`config.mk`:
```
export PLATFORM = sky130hd
export DESIGN_NAME = cpu_run_monitor_flat
export DESIGN_NICKNAME = d
export VERILOG_FILES = /design/src/rtl/cpu_run_monitor_pkg.sv /design/src/rtl/cpu_run_monitor_if.sv /design/src/rtl/cpu_run_monitor_trace.sv /design/src/rtl/cpu_run_monitor.sv /design/src/flat_wrapper.sv
export SDC_FILE = /design/constraint.sdc
export NUM_CORES = 1
export LEC_CHECK = 0
export CORE_MARGIN = 4
export CORE_UTILIZATION = 46
export CTS_BUF_LIST = sky130_fd_sc_hd__clkbuf_2 sky130_fd_sc_hd__clkbuf_4 sky130_fd_sc_hd__clkbuf_8
export CTS_CLUSTER_SIZE = 30
export DETAILED_ROUTE_END_ITERATION = 12
export GPL_TIMING_DRIVEN = 0
export HOLD_SLACK_MARGIN = 0.05
export PLACE_DENSITY = 0.94
export SLEW_MARGIN = 20
export SYNTH_ARGS = -nofsm -noshare
export SYNTH_HDL_FRONTEND = slang
export SYNTH_SLANG_ARGS = --single-unit
```
`constraint.sdc`:
```
create_clock -name clk -period 5.3 [get_ports clk]
set_input_delay 0.53 -clock clk [delete_from_list [all_inputs] [get_ports clk]]
set_output_delay 0.53 -clock clk [all_outputs]
set_load 0.005 [all_outputs]
```
`src/rtl/cpu_run_monitor_pkg.sv`:
```
`default_nettype none
// ============================================================================
//  Module      : run_mon_pkg
//  Description : Shared parameter defaults, FSM state encoding and helpers
//                for the CPU run monitor.
//  Revision    : 1.0 - initial release
// ============================================================================
package run_mon_pkg;

    localparam int DEF_PC_W        = 8;
    localparam int DEF_RST_CYCLES  = 4;
    localparam int DEF_MAX_CYCLES  = 650;
    localparam int DEF_TRACE_DEPTH = 16;

    typedef enum logic [1:0] {
        ST_IDLE = 2'd0,
        ST_RST  = 2'd1,
        ST_RUN  = 2'd2,
        ST_DONE = 2'd3
    } run_state_t;

    // The core is held in reset whenever no program is actually executing.
    function automatic logic holds_core_reset(input run_state_t s);
        return (s == ST_IDLE) || (s == ST_RST);
    endfunction

endpackage
`default_nettype wire

```
`src/rtl/cpu_run_monitor_if.sv`:
```
`default_nettype none
// ============================================================================
//  Module      : cpu_run_monitor_if
//  Description : Control/status bundle between a test controller (master)
//                and the CPU run monitor (slave).
//  Revision    : 1.0 - initial release
// ============================================================================
interface cpu_run_monitor_if
    import run_mon_pkg::*;
#(
    parameter int PC_W        = DEF_PC_W,
    parameter int MAX_CYCLES  = DEF_MAX_CYCLES,
    parameter int TRACE_DEPTH = DEF_TRACE_DEPTH
) ();

    localparam int CCW = $clog2(MAX_CYCLES + 1);
    localparam int TAW = $clog2(TRACE_DEPTH);

    logic            start;
    logic            abort;
    logic [PC_W-1:0] halt_pc;
    logic [PC_W-1:0] pc;
    logic            core_reset;
    logic            busy;
    logic            done;
    logic            halted;
    logic            timeout;
    logic [CCW-1:0]  cycle_count;
    logic [TAW-1:0]  trace_rd_idx;
    logic [PC_W-1:0] trace_rd_data;
    logic [TAW:0]    trace_count;

    modport master (
        output start, abort, halt_pc, pc, trace_rd_idx,
        input  core_reset, busy, done, halted, timeout, cycle_count,
               trace_rd_data, trace_count
    );

    modport slave (
        input  start, abort, halt_pc, pc, trace_rd_idx,
        output core_reset, busy, done, halted, timeout, cycle_count,
               trace_rd_data, trace_count
    );

endinterface
`default_nettype wire

```
`src/rtl/cpu_run_monitor_trace.sv`:
```
`default_nettype none
// ============================================================================
//  Module      : run_mon_trace
//  Description : Circular PC trace buffer. Records a PC on the first sample
//                after a clear and whenever the PC changes; oldest entry is
//                overwritten when full. Registered read port indexed by age.
//  Revision    : 1.0 - initial release
// ============================================================================
module run_mon_trace
    import run_mon_pkg::*;
#(
    parameter int PC_W        = DEF_PC_W,
    parameter int TRACE_DEPTH = DEF_TRACE_DEPTH
) (
    input  wire logic                           clk,
    input  wire logic                           rst,
    input  wire logic                           i_clr,
    input  wire logic                           i_sample,
    input  wire logic [PC_W-1:0]                i_pc,
    input  wire logic [$clog2(TRACE_DEPTH)-1:0] i_rd_idx,
    output logic      [PC_W-1:0]                o_rd_data,
    output logic      [$clog2(TRACE_DEPTH):0]   o_count
);

    localparam int AW = $clog2(TRACE_DEPTH);
    localparam int CW = AW + 1;
    localparam logic [CW-1:0] c_FULL = CW'(TRACE_DEPTH);

    logic [PC_W-1:0] r_mem [TRACE_DEPTH];
    logic [AW-1:0]   r_wptr;
    logic [CW-1:0]   r_count;
    logic [PC_W-1:0] r_last;
    logic [PC_W-1:0] r_rd_data;

    logic            w_wr;
    logic [AW-1:0]   w_oldest;
    logic [AW-1:0]   w_rd_addr;
    logic            w_idx_valid;

    // An empty buffer means this is the first sample of the run.
    assign w_wr        = i_sample && ((r_count == '0) || (i_pc != r_last));
    // When full, the low bits of the count wrap to 0 so oldest == wptr.
    assign w_oldest    = r_wptr - r_count[AW-1:0];
    assign w_rd_addr   = w_oldest + i_rd_idx;
    assign w_idx_valid = ({1'b0, i_rd_idx} < r_count);

    // Write pointer, saturating fill count and last recorded PC.
    always_ff @(posedge clk) begin
        if (rst || i_clr) begin
            r_wptr  <= '0;
            r_count <= '0;
            r_last  <= '0;
        end else if (w_wr) begin
            r_wptr <= r_wptr + AW'(1);
            r_last <= i_pc;
            if (r_count != c_FULL) begin
                r_count <= r_count + CW'(1);
            end
        end
    end

    // Trace storage; no reset needed since unfilled slots are never read out.
    always_ff @(posedge clk) begin
        if (w_wr) begin
            r_mem[r_wptr] <= i_pc;
        end
    end

    // Registered read by age; out-of-range ages read as zero.
    always_ff @(posedge clk) begin
        if (rst) begin
            r_rd_data <= '0;
        end else begin
            r_rd_data <= w_idx_valid ? r_mem[w_rd_addr] : '0;
        end
    end

    assign o_rd_data = r_rd_data;
    assign o_count   = r_count;

endmodule
`default_nettype wire

```
`src/rtl/cpu_run_monitor.sv`:
```
`default_nettype none
// ============================================================================
//  Module      : cpu_run_monitor
//  Description : Sequences a CPU core through reset and run phases, detects
//                halt (PC match) or cycle-limit timeout, and optionally keeps
//                a trace of PC changes.
//                Optional feature macro: RUN_MON_TRACE_EN (PC trace buffer).
//  Revision    : 1.0 - initial release
// ============================================================================
module cpu_run_monitor
    import run_mon_pkg::*;
#(
    parameter int PC_W        = DEF_PC_W,
    parameter int RST_CYCLES  = DEF_RST_CYCLES,
    parameter int MAX_CYCLES  = DEF_MAX_CYCLES,
    parameter int TRACE_DEPTH = DEF_TRACE_DEPTH
) (
    input  wire logic         clk,
    input  wire logic         reset,
    cpu_run_monitor_if.slave  bus
);

    localparam int CCW = $clog2(MAX_CYCLES + 1);
    localparam int RCW = $clog2(RST_CYCLES + 1);
    localparam logic [RCW-1:0] c_RST_LAST = RCW'(RST_CYCLES - 1);
    localparam logic [CCW-1:0] c_CYC_LAST = CCW'(MAX_CYCLES - 1);

    run_state_t     r_state;
    run_state_t     w_state_nxt;
    logic [RCW-1:0] r_rst_cnt;
    logic [CCW-1:0] r_cycle_count;
    logic           r_core_reset;
    logic           r_busy;
    logic           r_done;
    logic           r_halted;
    logic           r_timeout;

    logic           w_halt_hit;
    logic           w_time_hit;
    logic           w_enter_rst;
    logic           w_run_active;

    // Next-state decode; abort overrides everything, including start.
    always_comb begin
        w_state_nxt = r_state;
        w_halt_hit  = 1'b0;
        w_time_hit  = 1'b0;
        if (bus.abort) begin
            w_state_nxt = ST_IDLE;
        end else begin
            case (r_state)
                ST_IDLE: if (bus.start) w_state_nxt = ST_RST;
                ST_RST:  if (r_rst_cnt == c_RST_LAST) w_state_nxt = ST_RUN;
                ST_RUN: begin
                    // A halt match in the final allowed cycle beats the timeout.
                    if (bus.pc == bus.halt_pc) begin
                        w_halt_hit  = 1'b1;
                        w_state_nxt = ST_DONE;
                    end else if (r_cycle_count == c_CYC_LAST) begin
                        w_time_hit  = 1'b1;
                        w_state_nxt = ST_DONE;
                    end
                end
                ST_DONE: if (bus.start) w_state_nxt = ST_RST;
                default: w_state_nxt = ST_IDLE;
            endcase
        end
    end

    assign w_enter_rst  = (w_state_nxt == ST_RST) && (r_state != ST_RST);
    assign w_run_active = (r_state == ST_RUN) && !bus.abort;

    // State register plus registered status derived from the next state.
    always_ff @(posedge clk) begin
        if (reset) begin
            r_state       <= ST_IDLE;
            r_rst_cnt     <= '0;
            r_cycle_count <= '0;
            r_core_reset  <= 1'b1;
            r_busy        <= 1'b0;
            r_done        <= 1'b0;
            r_halted      <= 1'b0;
            r_timeout     <= 1'b0;
        end else begin
            r_state      <= w_state_nxt;
            r_core_reset <= holds_core_reset(w_state_nxt);
            r_busy       <= (w_state_nxt == ST_RST) || (w_state_nxt == ST_RUN);
            r_done       <= (w_state_nxt == ST_DONE);
            if (w_enter_rst) begin
                r_rst_cnt     <= '0;
                r_cycle_count <= '0;
                r_halted      <= 1'b0;
                r_timeout     <= 1'b0;
            end else begin
                if (r_state == ST_RST) begin
                    r_rst_cnt <= r_rst_cnt + RCW'(1);
                end
                if (w_run_active) begin
                    r_cycle_count <= r_cycle_count + CCW'(1);
                    if (w_halt_hit) r_halted  <= 1'b1;
                    if (w_time_hit) r_timeout <= 1'b1;
                end
            end
        end
    end

    assign bus.core_reset  = r_core_reset;
    assign bus.busy        = r_busy;
    assign bus.done        = r_done;
    assign bus.halted      = r_halted;
    assign bus.timeout     = r_timeout;
    assign bus.cycle_count = r_cycle_count;

`ifdef RUN_MON_TRACE_EN
    run_mon_trace #(
        .PC_W        (PC_W),
        .TRACE_DEPTH (TRACE_DEPTH)
    ) u_trace (
        .clk       (clk),
        .rst       (reset),
        .i_clr     (w_enter_rst),
        .i_sample  (w_run_active),
        .i_pc      (bus.pc),
        .i_rd_idx  (bus.trace_rd_idx),
        .o_rd_data (bus.trace_rd_data),
        .o_count   (bus.trace_count)
    );
`else
    logic w_unused_trace_idx;
    assign w_unused_trace_idx = ^bus.trace_rd_idx;
    assign bus.trace_rd_data  = '0;
    assign bus.trace_count    = '0;
`endif

endmodule
`default_nettype wire

```
`src/flat_wrapper.sv`:
```
// flat-port wrapper written by rule: the top's interface ports become plain ports
module cpu_run_monitor_flat import run_mon_pkg::*;
#(
    parameter int PC_W        = DEF_PC_W,
    parameter int RST_CYCLES  = DEF_RST_CYCLES,
    parameter int MAX_CYCLES  = DEF_MAX_CYCLES,
    parameter int TRACE_DEPTH = DEF_TRACE_DEPTH
)
  (clk, reset, bus_start, bus_abort, bus_halt_pc, bus_pc, bus_trace_rd_idx, bus_core_reset, bus_busy, bus_done, bus_halted, bus_timeout, bus_cycle_count, bus_trace_rd_data, bus_trace_count);
  cpu_run_monitor_if #(.PC_W(PC_W), .MAX_CYCLES(MAX_CYCLES), .TRACE_DEPTH(TRACE_DEPTH)) bus_i ();
  input  wire logic clk;
  input  wire logic reset;
  input wire logic [$bits(bus_i.start)-1:0] bus_start;
  input wire logic [$bits(bus_i.abort)-1:0] bus_abort;
  input wire logic [$bits(bus_i.halt_pc)-1:0] bus_halt_pc;
  input wire logic [$bits(bus_i.pc)-1:0] bus_pc;
  input wire logic [$bits(bus_i.trace_rd_idx)-1:0] bus_trace_rd_idx;
  output wire logic [$bits(bus_i.core_reset)-1:0] bus_core_reset;
  output wire logic [$bits(bus_i.busy)-1:0] bus_busy;
  output wire logic [$bits(bus_i.done)-1:0] bus_done;
  output wire logic [$bits(bus_i.halted)-1:0] bus_halted;
  output wire logic [$bits(bus_i.timeout)-1:0] bus_timeout;
  output wire logic [$bits(bus_i.cycle_count)-1:0] bus_cycle_count;
  output wire logic [$bits(bus_i.trace_rd_data)-1:0] bus_trace_rd_data;
  output wire logic [$bits(bus_i.trace_count)-1:0] bus_trace_count;
  assign bus_i.start = bus_start;
  assign bus_i.abort = bus_abort;
  assign bus_i.halt_pc = bus_halt_pc;
  assign bus_i.pc = bus_pc;
  assign bus_i.trace_rd_idx = bus_trace_rd_idx;
  assign bus_core_reset = bus_i.core_reset;
  assign bus_busy = bus_i.busy;
  assign bus_done = bus_i.done;
  assign bus_halted = bus_i.halted;
  assign bus_timeout = bus_i.timeout;
  assign bus_cycle_count = bus_i.cycle_count;
  assign bus_trace_rd_data = bus_i.trace_rd_data;
  assign bus_trace_count = bus_i.trace_count;
  cpu_run_monitor #(.PC_W(PC_W), .RST_CYCLES(RST_CYCLES), .MAX_CYCLES(MAX_CYCLES), .TRACE_DEPTH(TRACE_DEPTH)) u_core (.clk(clk), .reset(reset), .bus(bus_i));
endmodule
```
==> results by group <==
Clock tree
  • # H-tree levels: 1
  • Cts bufs inserted: 3
  • Max Buffers Root-to-Sink: 2
  • CTS tree: done
  • Post-CTS Setup Bufs: 0
  • Worst-skew pair later-pin latency: 0.29 ns
  • Clk slew on worst S/H paths: 0.11 ns
  • Resized Gates After CTS: 0
  • Cts hold-fix bufs: 0
  • CTS Root Cell: clkbuf_4
  • Clk sinks: 20

Placement
  • DP Area: 1560 um^2
  • Routability-driven placement congestion ratio: 0.755
  • IO buf count: 34
  • Final HPWL DP: 2.06 mm

Logic synthesis
  • Netlist cell types: 37
  • Sequential cell area fraction in the yosys report: 35.2%
  • Synthesized instance count: 130
  • Share of flip-flops with an asynchronous set or reset: 0%
  • Post-Syn Area: 1140 um^2
  • Dominant cells by area after synthesis: dfxtp_1, xor2_1, ha_1
  • Flip-flop and latch count after synthesis: 20
  • Synth area leader: dfxtp_1
  • Yosys top cell area share: 35.2%
  • Ys flop type: dfxtp_1
  • Syn_area_per_cell: 8.76 um^2
  • Number of synthesized flops with an enable pin: 0
  • Yosys warnings: 0

Setup path
  • Bufs and invs on worst path: 1
  • WP data required: 5.54 ns
  • Cell repeated most along the worst path: ha_1
  • Worst setup EP type: register
  • Crit path largest cell delay: 0.51 ns
  • Critical path cell sequence: inv_1 > ha_1 > o21a_1 > o311ai_0 > a31oi_1 > ha_1 > a21o_1 > or4_1 > nand2_1
  • Crit path DAT: 2.85 ns
  • Element type at the critical path start: register
  • Slowest CP cell: or4_1
  • Crit path kind: reg2reg
  • Family with the most delay on the worst path: compound AO/OA/AOI/OAI gates
  • Crit-path max FO: 5

Detailed routing
  • 1st-pass router iterations: 4
  • Via density: 4.93
  • ANT nets after route: 0
  • # DRC: 0
  • Via count: 1026
  • Drt initial violations: 14
  • Drt total wl: 2.45 mm
  • Drt wl/cell: 11.8 um

Global route
  • Largest net degree at the start of global routing: 12
  • Grt ovf: 0
  • Antenna violations before repair: 0
  • First-pass GRT wire length: 4.06 mm
  • GRT Overall Usage: 14.8%
  • Vias in the first global route: 994

Timing
  • Hold Vio Cnt, Final: 0
  • F_max: 383 MHz
  • Skew final: 0.00197 ns
  • Fin crit period: 2.61 ns
  • Final Slew Violations: 0
  • Setup violators final: 0
  • TNS Setup: 0 ns
  • RSZ-0062 raised after global routing: no
  • Final worst path period share: 49.2%

Power and ir drop
  • Static Leak: 0.000677 uW
  • Max VDD drop: 98.6 uV
  • Pwr Density: 182 nW/um^2

Final layout
  • Filler cells: 178
  • Share of layout cells above drive strength 1: 11.1%
  • Final #Nets: 214
  • Most common cell after layout, fill and taps aside: clkdlybuf4s50_1
  • N_diodes: 0
  • Most frequent cells in the layout: clkdlybuf4s50_1, dfxtp_1, nor2_1, xor2_1
  • Area Growth Syn to Fin: 40.1%
  • Cell area after layout: 1600 um^2

Floorplanning
  • Die ar.: 3340 um^2
  • Initial Util: 50.0%
  • Chip height: 57.8 um
  • Die width: 57.8 um
  • Row count: 17
  • Core ar.: 2280 um^2
  • I/O pins: 52

Outcome
  • Outcome: complete, no violations

Hold path
  • Min-delay worst type: reg2reg

Job
  • Max Cap Viol: 0
[worst min-delay path: cells and delay by family (launching register included)]
kind | cells | cell delay, ns
flip-flops | 1 | 0.33
AO/OA/AOI/OAI | 1 | 0.06
AND/OR/NAND/NOR | 1 | 0.05
[cell type report]
cell class                      count  area, um^2  share of cell area (%)
Multi-Input combinational cell     99         647                    40.5
Clock buffer                        4        36.3                    2.27
Timing Repair Buffer               34         340                    21.3
Sequential cell                    20         400                    25.1
Tap cell                           28        35.0                    2.20
Inverter                            8        30.0                    1.88
Buffer                             15         106                    6.67
[state kept, by name, summed over array words and instances (netlist names)]
register / flops
u_core.bus.timeout: 1
u_core.bus.core_reset: 1
u_core.bus.done: 1
u_core.bus.busy: 1
u_core.r_rst_cnt: 3
u_core.bus.cycle_count: 10
u_core.bus.halted: 1
u_core.r_state: 2
[layer usage]
metal | global-route usage [%] | wire length [um] | vias to the layer above
met5 | 0 | 0 | -
met4 | 2.98 | 22 | 0
met3 | 4.45 | 273 | 4
met2 | 29.5 | 1270 | 48
met1 | 14.9 | 888 | 459
li1 | - | - | 515
[final timing paths]
path | start | endpoint | slack [ns] | cells after the start
min | u_core.bus.halted | u_core.bus.halted | 0.47 | 2
min reg2reg | u_core.bus.halted | u_core.bus.halted | 0.47 | 2
max | u_core.r_state[0] | u_core.bus.cycle_count[9] | 2.69 | 9
max reg2reg | u_core.r_state[0] | u_core.bus.cycle_count[9] | 2.69 | 9
[stage by stage]
step	instances	setup slack (ns)	hold slack [ns]	util (%)	power, uW
floorplan	142	2.97	0.449	-	185
global placement	204	2.51	0.444	68.5	205
detailed placement	204	2.37	0.451	68.5	207
CTS	208	2.68	0.475	70.1	291
global route	208	2.49	0.495	70.1	303
finish	208	2.69	0.472	70.1	291
[cells by family (layout without fill, tap and decap cells)]
group,count (synthesis),count (layout),synth area share (%)
other cells,1,13,0.329
xor+xnor,17,17,13.1
mux,1,1,0.879
flops,20,20,35.2
fa+ha+maj,9,9,9.89
compound gates,15,15,8.79
simple gates,44,44,19.9
buf+inv,23,61,12.0
[synthesized netlist by cell type, drive strengths merged (2+ instances only)]
cell / n
xnor2: 2
nor4: 2
buf: 14
a211oi: 2
nor2b: 2
xor2: 15
a21oi: 3
nor2: 15
o21ai: 3
nand2: 7
inv: 8
nor3b: 2
nand4: 3
nand3: 4
ha: 9
dfxtp: 20
[power by group]
part	total, uW	internal [uW]	leakage, uW	switching, uW
Combinational	50.1	29.0	0.000494	21.1
Clock	86.5	41.8	0.0000210	44.8
Sequential	154	152	0.000161	1.62
Total	291	223	0.000677	67.4
No activity file was read; power rests on OpenSTA's default activity.
